==> config.mk <==
export PLATFORM = sky130hd
export DESIGN_NAME = rr_arbiter_burst_flat
export DESIGN_NICKNAME = d
export VERILOG_FILES = /design/src/rtl/rr_arbiter_burst_if.sv /design/src/rtl/rr_arbiter_burst.sv /design/src/flat_wrapper.sv
export SDC_FILE = /design/constraint.sdc
export NUM_CORES = 1
export LEC_CHECK = 0
export BUFFER_PORTS_ARGS = -buffer_cell sky130_fd_sc_hd__buf_2
export CORE_ASPECT_RATIO = 1.4
export CORE_MARGIN = 1.5
export CORE_UTILIZATION = 44
export CTS_CLUSTER_DIAMETER = 80
export DETAILED_ROUTE_END_ITERATION = 7
export MAX_ROUTING_LAYER = met4
export PLACE_DENSITY = 0.62
export SETUP_SLACK_MARGIN = 0.5
export SLEW_MARGIN = 20
export SYNTH_ARGS = -nofsm -noshare
export SYNTH_HDL_FRONTEND = slang
export SYNTH_SLANG_ARGS = --single-unit
==> constraint.sdc <==
create_clock -name clk -period 6.7 [get_ports clk]
set_input_delay 1.34 -clock clk [delete_from_list [all_inputs] [get_ports clk]]
set_output_delay 1.34 -clock clk [all_outputs]
set_load 0.005 [all_outputs]
==> src/rtl/rr_arbiter_burst_if.sv <==
// rr_arbiter_burst_if: request/grant bundle; master drives requests, slave (arbiter) drives grants
interface rr_arbiter_burst_if #(
  parameter int WIDTH = 4
);
  localparam int ID_W = $clog2(WIDTH);
  logic [WIDTH-1:0] req;
  logic [WIDTH-1:0] lock;
  logic             grant_ready;
  logic [WIDTH-1:0] grant;
  logic             grant_valid;
  logic [ID_W-1:0]  grant_id;
  modport master (output req, lock, grant_ready, input grant, grant_valid, grant_id);
  modport slave  (input req, lock, grant_ready, output grant, grant_valid, grant_id);
endinterface

==> src/rtl/rr_arbiter_burst.sv <==
// rr_arbiter_burst: registered round-robin arbiter with grant hold and burst limit; ports clk, rst, bus (req/lock/grant_ready in, grant/grant_valid/grant_id out)
module rr_arbiter_burst #(
  parameter int WIDTH     = 4,
  parameter int MAX_BURST = 4,
  parameter int CNT_W     = 8
) (
  input logic clk,
  input logic rst,
  rr_arbiter_burst_if.slave bus
);
  localparam int ID_W = $clog2(WIDTH);
  typedef enum logic {IDLE, GRANT} state_t;
  state_t           state;
  logic [WIDTH-1:0] base, grant, new_base, nxt;
  logic [CNT_W-1:0] cnt;
  logic             beat, g_req, g_lock, burst_end, rel;
  logic [ID_W-1:0]  gid;
  // double the vector so the base-relative search wraps around
  function automatic logic [WIDTH-1:0] pick(input logic [WIDTH-1:0] r, input logic [WIDTH-1:0] b);
    logic [2*WIDTH-1:0] d, m;
    d = {r, r};
    m = d & (~d + {{WIDTH{1'b0}}, b});
    return m[WIDTH-1:0] | m[2*WIDTH-1:WIDTH];
  endfunction
  always_comb begin
    beat      = |grant & bus.grant_ready;
    g_req     = |(bus.req & grant);
    g_lock    = |(bus.lock & grant);
    // >= so a tenure that ran past the limit under lock ends on the first unlocked beat
    burst_end = MAX_BURST != 0 && beat && int'(cnt) >= MAX_BURST - 1 && !g_lock;
    rel       = state == GRANT && (!g_req || burst_end);
    new_base  = {grant[WIDTH-2:0], grant[WIDTH-1]};
    // on cause (a) req[g] is already low, so the raw vector is already masked
    nxt       = pick(bus.req, state == IDLE ? base : new_base);
  end
  always_comb begin
    gid = '0;
    for (int i = 0; i < WIDTH; i++) gid = grant[i] ? gid | ID_W'(i) : gid;
  end
  always_ff @(posedge clk) begin
    if (rst) begin
      state <= IDLE;
      grant <= '0;
      base  <= WIDTH'(1);
      cnt   <= '0;
    end else if (state == IDLE) begin
      if (|bus.req) begin
        grant <= nxt;
        cnt   <= '0;
        state <= GRANT;
      end
    end else if (rel) begin
      base  <= new_base;
      grant <= nxt;
      cnt   <= '0;
      state <= |nxt ? GRANT : IDLE;
    end else if (beat && cnt != '1) begin
      cnt <= cnt + 1'b1;
    end
  end
  assign bus.grant       = grant;
  assign bus.grant_valid = |grant;
  assign bus.grant_id    = gid;
endmodule

==> src/flat_wrapper.sv <==
// flat-port wrapper written by rule: the top's interface ports become plain ports
module rr_arbiter_burst_flat 
#(
  parameter int WIDTH     = 4,
  parameter int MAX_BURST = 4,
  parameter int CNT_W     = 8
)
  (clk, rst, bus_req, bus_lock, bus_grant_ready, bus_grant, bus_grant_valid, bus_grant_id);
  rr_arbiter_burst_if #(.WIDTH(WIDTH)) bus_i ();
  input logic clk;
  input logic rst;
  input wire logic [$bits(bus_i.req)-1:0] bus_req;
  input wire logic [$bits(bus_i.lock)-1:0] bus_lock;
  input wire logic [$bits(bus_i.grant_ready)-1:0] bus_grant_ready;
  output wire logic [$bits(bus_i.grant)-1:0] bus_grant;
  output wire logic [$bits(bus_i.grant_valid)-1:0] bus_grant_valid;
  output wire logic [$bits(bus_i.grant_id)-1:0] bus_grant_id;
  assign bus_i.req = bus_req;
  assign bus_i.lock = bus_lock;
  assign bus_i.grant_ready = bus_grant_ready;
  assign bus_grant = bus_i.grant;
  assign bus_grant_valid = bus_i.grant_valid;
  assign bus_grant_id = bus_i.grant_id;
  rr_arbiter_burst #(.WIDTH(WIDTH), .MAX_BURST(MAX_BURST), .CNT_W(CNT_W)) u_core (.clk(clk), .rst(rst), .bus(bus_i));
endmodule
After elaboration in Yosys (flattened, before gate mapping). Cells that the tools add are included.

Bits in registers: 17. Input port bits: 11. Output and inout port bits: 7. Word-level logic and storage cells: 47.

Add/sub/neg operators: 2. Magnitude comparators: 1. Equality and inequality tests: 3. Mux-type cells: 15. Bitwise logic cells: 6. Reduce and logical (&&, ||, !) cells: 16.

Operator list (count): 8-bit 2-to-1 mux (4); 4-bit OR reduction (5); 4-bit 2-to-1 mux (4); 8-bit by 1-bit adder with 8-bit output, second input constant (1); 8-bit by 4-bit adder with 8-bit output (1); 4-bit bitwise AND (2); 8-bit bitwise AND (1); 8-bit by 2-bit greater-or-equal comparator with 1-bit output, second input constant (1); 8-bit != test, second input constant (1); 8-bit inverter (1); 2-bit AND reduction (3); 1-bit 2-to-1 mux (5); 1-bit logical AND (4); 2-bit 2-to-1 mux (2); 4-bit OR (1); 3-bit != test, second input constant (1); 1-bit logical NOT (2); 2-bit != test, second input constant (1); 2-bit nonzero test (1); 1-bit bitwise AND (1); 1-bit logical OR (1).

Logic depth before layout (Yosys ltp). Gate-level depths: netlist of run 1.

Depth after elaboration: 8. Mapped depth: 9. Mapped depth without buffers: 8.

Least setup slack after synthesis of run 1. OpenSTA, ideal clock, no wires.

Path kind: input to register. Start point: input bus_req[0]. End point: register u_core.state. Setup time: 137 ps. Data arrival time: 2783 ps. Data required time: 6563 ps. Setup slack: 3780 ps. Stages on the path: 8. Buffers on the path: 1. Cells stage by stage: buf_2 nor2_1 fa_1 a21o_1 a211oi_1 o21ai_0 nor4b_4 a211oi_2.

Longest elaborated chain between the ends: 8. Elaborated cells between the ends (all ways): 15. Those cells by class: add/sub (1); mux (4); bitwise (4); reduce/logical (6).

RTL lines: start: declaration (RTL line flat_wrapper.sv:12) `input wire logic [$bits(bus_i.req)-1:0] bus_req;`; 8-bit inverter (RTL line rr_arbiter_burst.sv:22) `m = d & (~d + {{WIDTH{1'b0}}, b});`; 8-bit by 4-bit adder with 8-bit output (RTL line rr_arbiter_burst.sv:22); 8-bit bitwise AND (RTL line rr_arbiter_burst.sv:22); 4-bit OR (RTL line rr_arbiter_burst.sv:23) `return m[WIDTH-1:0] | m[2*WIDTH-1:WIDTH];`; 4-bit OR reduction (RTL line rr_arbiter_burst.sv:56) `state <= |nxt ? GRANT : IDLE;`; 1-bit 2-to-1 mux (RTL line rr_arbiter_burst.sv:56); 1-bit 2-to-1 mux (RTL line rr_arbiter_burst.sv:52) `end else if (rel) begin`; 1-bit 2-to-1 mux * (RTL line rr_arbiter_burst.sv:46) `end else if (state == IDLE) begin`; end signal: assignment (RTL line rr_arbiter_burst.sv:56); end: declaration (RTL line rr_arbiter_burst.sv:13) `state_t state;`.

Every way passes the cells marked *; elsewhere a longest branch is shown, timed or not. A chain may end at the register's enable or synchronous reset.

Final worst setup path of run 1.
Start point: input bus_req[2]. End point: register u_core.state.

The elaborated chain is that of the path after synthesis.

==> flow_summary.ini, run 1 <==
[status]
status = completed

[floorplan]
design.core.area_mm2 = 0.00244
ioPinCount = 18
num_rows = 21
fp.dieH_um = 63.7
initial_utilization_pct = 47.3
die_x_um = 46.3
dieArea_mm2 = 0.00295

[clocking]
clkLatencyLatePin_ns = 0.29
cts_hold_buffers = 0
cts_htree_levels = 1
clkTransAtPathRegs_ns = 0.10
cts_resized = 0
clkSinkCount = 17
clockRootBuffer = clkbuf_4
cts_setup_buffers = 0
cts_tree = done
cts_buffer_depth = 2
cts_made_buffers = 3

[global_routing]
grt_pass1_wl_mm = 4.45
grt_max_degree = 12
grt-ovfl-total = 0
antenna_found_initial = 0
grt_pass1_vias = 1071
grt.total_usage_pct = 20.2

[timing]
min_period_ns = 2.79
setup_violations = 0
tightest_slew_ns = 0.695
setup_ws_ns = 3.91
finalSetupTns_ns = 0
hold_viol = 0
layout_worst_path_cycle_share_pct = 41.6
rsz0062_at_grt = false
whs_ns = 0.502
maxSlewViolCount = 0
slew_headroom_pct = 53.0
fmaxAchievable_mhz = 359
finalClockSkew_ns = 0.00136

[synth]
ys_warn_count = 0
avgSynthCellArea_um2 = 8.83
ys_seq_area_share_pct = 29.4
syn_inst = 131
syn_nets = 147
syn_area_mm2 = 0.00116
synth-edff-count = 0
ys_ff_latch = 17
yosys.area.top_type = dfxtp_1
synth_top_cell_area_share_pct = 29.4
synthTopCellsByArea = dfxtp_1, mux2i_1, ha_1
synthArstFlopShare_pct = 0
synthFlopType = dfxtp_1
ys_types = 43

[finish]
num-fill-cells = 246
layout.nets = 165
insertedDiodeCount = 0
drive_gt1_share_pct = 23.0
fin_util_pct = 52.9
multiInputGateArea_um2 = 779
final_cells = 182
register_area_um2 = 340
area_delta_synth_final_pct = 11.8

[run]
cap_violations = 0

[worst_setup_path]
regToRegStartpoint = u_core.state$_SDFF_PP0_
critPathLaunchType = primary input
endpoint = u_core.state$_SDFF_PP0_
rrSetupSlack_ns = 4.14
worstPathMaxFanout = 5
reg2reg_to = u_core.state$_SDFF_PP0_
cp.arrival_ns = 3.01
cp.required_ns = 6.92
crit_path_end_kind = register
critPathKind = primary input to register
setup.worst_path.start = bus_req[2]
r2r_cells = 7

[route]
wl_per_cell_um = 14.1
vias = 1061
routed_wl_mm = 2.57
postRouteAntennaNets = 0
drc = 0
drtIter0Drc = 23
vias_per_cell = 5.83
firstDrtPassIters = 4

[place]
hpwl_mm = 2.00
preCtsSetupSlack_ns = 3.62
placed_cells = 178
port_buffers = 17
globalplace.congestion = 0.793

[min_path]
hold_class = register to register
min_path_cells = 2

[pwr]
irDropWorstVdd_mv = 0.0960
power-per-cell-area_mw_per_mm2 = 190
p_leak_nw = 0.518
==> final cells by class <==
cell class	instances	share of cell area, %
timing repair buffer	17	6.58
inverter	5	1.45
clock buffer	4	2.03
sequential	17	26.3
multi-input combinational	105	60.3
tap	34	3.29
==> worst max-delay path, cell delays in order <==
cell      delay (ns)
buf_2           0.12
inv_1           0.06
ha_1            0.34
a21o_1          0.15
a21oi_1         0.08
o41ai_1         0.58
nor4b_4         0.10
a211oi_2        0.22
==> placed cells by master (no fill, tap or decap), drive strengths merged, types with 2 or more instances in the layout <==
cell    synthesis  routed
a211oi          2       2
a21o            2       2
a21oi           6       6
a22oi           5       5
buf             2      17
clkbuf          2       4
dfxtp          17      17
ha              4       4
inv             5       5
mux2            3       3
mux2i           7       7
nand2          10      10
nand3           8       8
nor2           13      13
nor3            4       4
nor4b           3       3
o21a            2       2
o21ai           7       7
o31ai           2       2
or2             2       2
or3             3       3
or4             2       2
xnor2           5       5
xor2            2       2
==> synth_stat cells (2+ instances only) <==
cell / instances
dfxtp_1: 17
nor2_1: 13
nand2_1: 10
nand3_1: 8
mux2i_1: 7
a21oi_1: 6
o21ai_0: 6
a22oi_1: 5
inv_1: 5
xnor2_1: 5
ha_1: 4
mux2_2: 3
nor3_1: 3
or3_1: 3
a21o_1: 2
buf_2: 2
clkbuf_1: 2
nor4b_1: 2
o21a_1: 2
or2_2: 2
xor2_1: 2
==> sequential cells by signal (all words and copies together) (netlist names) <==
signal	count
u_core.bus.grant	4
u_core.cnt	8
u_core.base	4
u_core.state	1
==> metrics by stage <==
stage          total power, mW  area (µm²)
2_1_floorplan            0.171        1160
3_3_place_gp             0.192        1270
3_5_place_dp             0.193        1270
4_1_cts                  0.248        1290
5_1_grt                  0.261        1290
6_report                 0.246        1290
==> power by group <==
group	total, mW	internal [mW]	switching [mW]
clock network	0.0550	0.0231	0.0319
registers	0.116	0.106	0.00967
logic	0.0748	0.0348	0.0400
total	0.246	0.164	0.0815
==> cells by family after synthesis <==
family	count (synthesis)	share of synthesized area [%]
AO/OA/AOI/OAI	33	21.9
XOR/XNOR	7	5.30
adder cells (fa/ha/maj)	5	6.06
buffers and inverters	9	3.14
flip-flops	17	29.4
multiplexers	10	8.98
AND/OR/NAND/NOR	50	25.2
==> worst min path at each step <==
stage / startpoint / to / slack (ns)
after global placement: u_core.base[0]$_SDFFE_PP1P_ / u_core.base[0]$_SDFFE_PP1P_ / 0.46
final: u_core.base[0]$_SDFFE_PP1P_ / u_core.base[0]$_SDFFE_PP1P_ / 0.50
after detailed placement: u_core.base[0]$_SDFFE_PP1P_ / u_core.base[0]$_SDFFE_PP1P_ / 0.48
after floorplan: u_core.base[0]$_SDFFE_PP1P_ / u_core.base[0]$_SDFFE_PP1P_ / 0.44
after global routing: u_core.base[0]$_SDFFE_PP1P_ / u_core.base[0]$_SDFFE_PP1P_ / 0.53
after CTS: u_core.base[0]$_SDFFE_PP1P_ / u_core.base[0]$_SDFFE_PP1P_ / 0.50
==> routing by layer <==
metal	routed length, µm	GRT usage (%)	part of all wire [%]	vias to the layer above
li1	-	-	-	521
met1	1080	23.1	42	514
met2	1370	34.9	54	20
met3	70	2.01	2.7	6
met4	40	6.79	1.6	0
met5	0	-	0	-
No activity file was read; power rests on OpenSTA's default activity.
==> inputs of run 2 (changes only) <==
Settings changed: PLACE_DENSITY 0.62 to 0.65.
Clock period 6.7 ns to 2.45 ns, I/O delays scaled along.
==> flow_summary.ini, run 2 (same netlist as run 1, synthesis figures left out) <==
[worst_setup_path]
r2r_cells = 7
worstPathMaxFanout = 5
regToRegStartpoint = u_core.state$_SDFF_PP0_
crit_path_end_kind = register
critPathLaunchType = register
critPathKind = register to register
reg2reg_to = u_core.state$_SDFF_PP0_
cp.arrival_ns = 2.26
setup.worst_path.start = u_core.state$_SDFF_PP0_
rrSetupSlack_ns = 0.35
cp.required_ns = 2.61

[timing]
maxSlewViolCount = 0
hold_viol = 0
layout_worst_path_cycle_share_pct = 85.8
rsz0062_at_grt = true
tightest_slew_ns = 0.522
setup_violations = 0
finalClockSkew_ns = 0.00109
min_period_ns = 2.10
slew_headroom_pct = 65.0
fmaxAchievable_mhz = 476
finalSetupTns_ns = 0

[global_routing]
grt_pass1_wl_mm = 4.53
antenna_found_initial = 0
grt.total_usage_pct = 20.9
grt_max_degree = 12
grt_pass1_vias = 1037
grt-ovfl-total = 0

[finish]
final_cells = 192
largest_register_ffs = 8
final_common_cell = buf_2
top_regs = u_core.cnt (8), u_core.base (4), u_core.bus.grant (4)
regMostFlops = u_core.cnt
layout.nets = 175
area_delta_synth_final_pct = 34.1
drive_gt1_share_pct = 43.0
layout_common_cells = buf_2, nor2_1, dfxtp_1, nand2_1
insertedDiodeCount = 0
num-fill-cells = 217

[route]
drc = 0
vias_per_cell = 5.67
drtIter0Drc = 18
postRouteAntennaNets = 0
wl_per_cell_um = 14.8
firstDrtPassIters = 4
routed_wl_mm = 2.84
vias = 1088

[floorplan]
die_x_um = 46.3
num_rows = 21
ioPinCount = 18
design.core.area_mm2 = 0.00244
fp.dieH_um = 63.7
dieArea_mm2 = 0.00295
initial_utilization_pct = 47.3

[pwr]
irDropWorstVdd_mv = 0.321
p_sw_mw = 0.263
power_frac_clock_pct = 19.5
p_comb_share_pct = 40.6
pwr-share-seq_pct = 39.9
switching_share_pct = 34.0
p_int_mw = 0.510
power-per-cell-area_mw_per_mm2 = 499
p_leak_nw = 0.598

[min_path]
min_to = u_core.bus.grant[3]$_SDFFE_PP0P_
min_path_cells = 2
min_from = rst
hold_class = primary input to register

[clocking]
cts_buffer_depth = 2
clkSinkCount = 17
clkLatencyLatePin_ns = 0.29
cts_made_buffers = 3
clockRootBuffer = clkbuf_4
cts_htree_levels = 1
clkTransAtPathRegs_ns = 0.10
cts_tree = done

[status]
status = completed

[run]
cap_violations = 0

[place]
placed_cells = 181
port_buffers = 17
globalplace.congestion = 0.825
hpwl_mm = 2.09
run 2: what timing repair did:
action | 4_1_cts | 5_1_grt
pin swaps | 12 | 10
buffers inserted | 4 | 3
resized for setup | 16 | 15
endpoints found under the setup margin | 6 | 14
hold buffers | 0 | 0
run 2: critical path: stages, from the launching register on:
cell and delay (ns):
dfxtp_4 0.40, mux2_4 0.34, fa_2 0.38, a21o_1 0.20, a211oi_2 0.21, o21ai_2 0.09
nor4b_4 0.26, a211oi_2 0.09
run 2: worst max path at each step:
stage	end	slack, ns	cells after the start
global route	u_core.state$_SDFF_PP0_	0.29	8
finish	u_core.state$_SDFF_PP0_	0.35	7
floorplan	u_core.state$_SDFF_PP0_	0.36	8
detailed placement	u_core.state$_SDFF_PP0_	0.18	8
CTS	u_core.state$_SDFF_PP0_	0.39	7
global placement	u_core.state$_SDFF_PP0_	0.25	8
run 2: per-stage QoR:
| step | worst slack (ns) | util [%] | power [mW] | hold WS, ns | cell area (µm²) |
|---|---|---|---|---|---|
| 2_1_floorplan | 0.359 | - | 0.482 | 0.441 | 1190 |
| 3_3_place_gp | 0.246 | 53.9 | 0.545 | 0.476 | 1320 |
| 3_5_place_dp | 0.184 | 53.9 | 0.551 | 0.478 | 1320 |
| 4_1_cts | 0.390 | 59.3 | 0.744 | 0.498 | 1450 |
| 5_1_grt | 0.287 | 63.4 | 0.818 | 0.496 | 1550 |
| 6_report | 0.347 | 63.4 | 0.773 | 0.497 | 1550 |
run 2: final cells by class:
| type | instances | area (µm²) | area share, % |
|---|---|---|---|
| tap | 34 | 42.5 | 2.74 |
| sequential | 17 | 350 | 22.6 |
| timing repair buffer | 27 | 178 | 11.5 |
| clock buffer | 3 | 22.5 | 1.45 |
| multi-input combinational | 105 | 933 | 60.2 |
| inverter | 5 | 18.8 | 1.21 |
| clock inverter | 1 | 5.00 | 0.323 |
run 2: power groups by stage:
stage               Sequential (mW)  Clock [mW]  Combinational, mW
global route                  0.310       0.170              0.337
CTS                           0.307       0.154              0.283
detailed placement            0.314           0              0.237
floorplan                     0.311           0              0.171
global placement              0.313           0              0.232
finish                        0.308       0.151              0.314
run 2: metal layers:
| layer | track usage [%] | share of wire [%] |
|---|---|---|
| met1 | 23.0 | 40 |
| met2 | 36.6 | 57 |
| met3 | 2.87 | 1.9 |
| met4 | 6.79 | 1.3 |
| met5 | - | 0 |
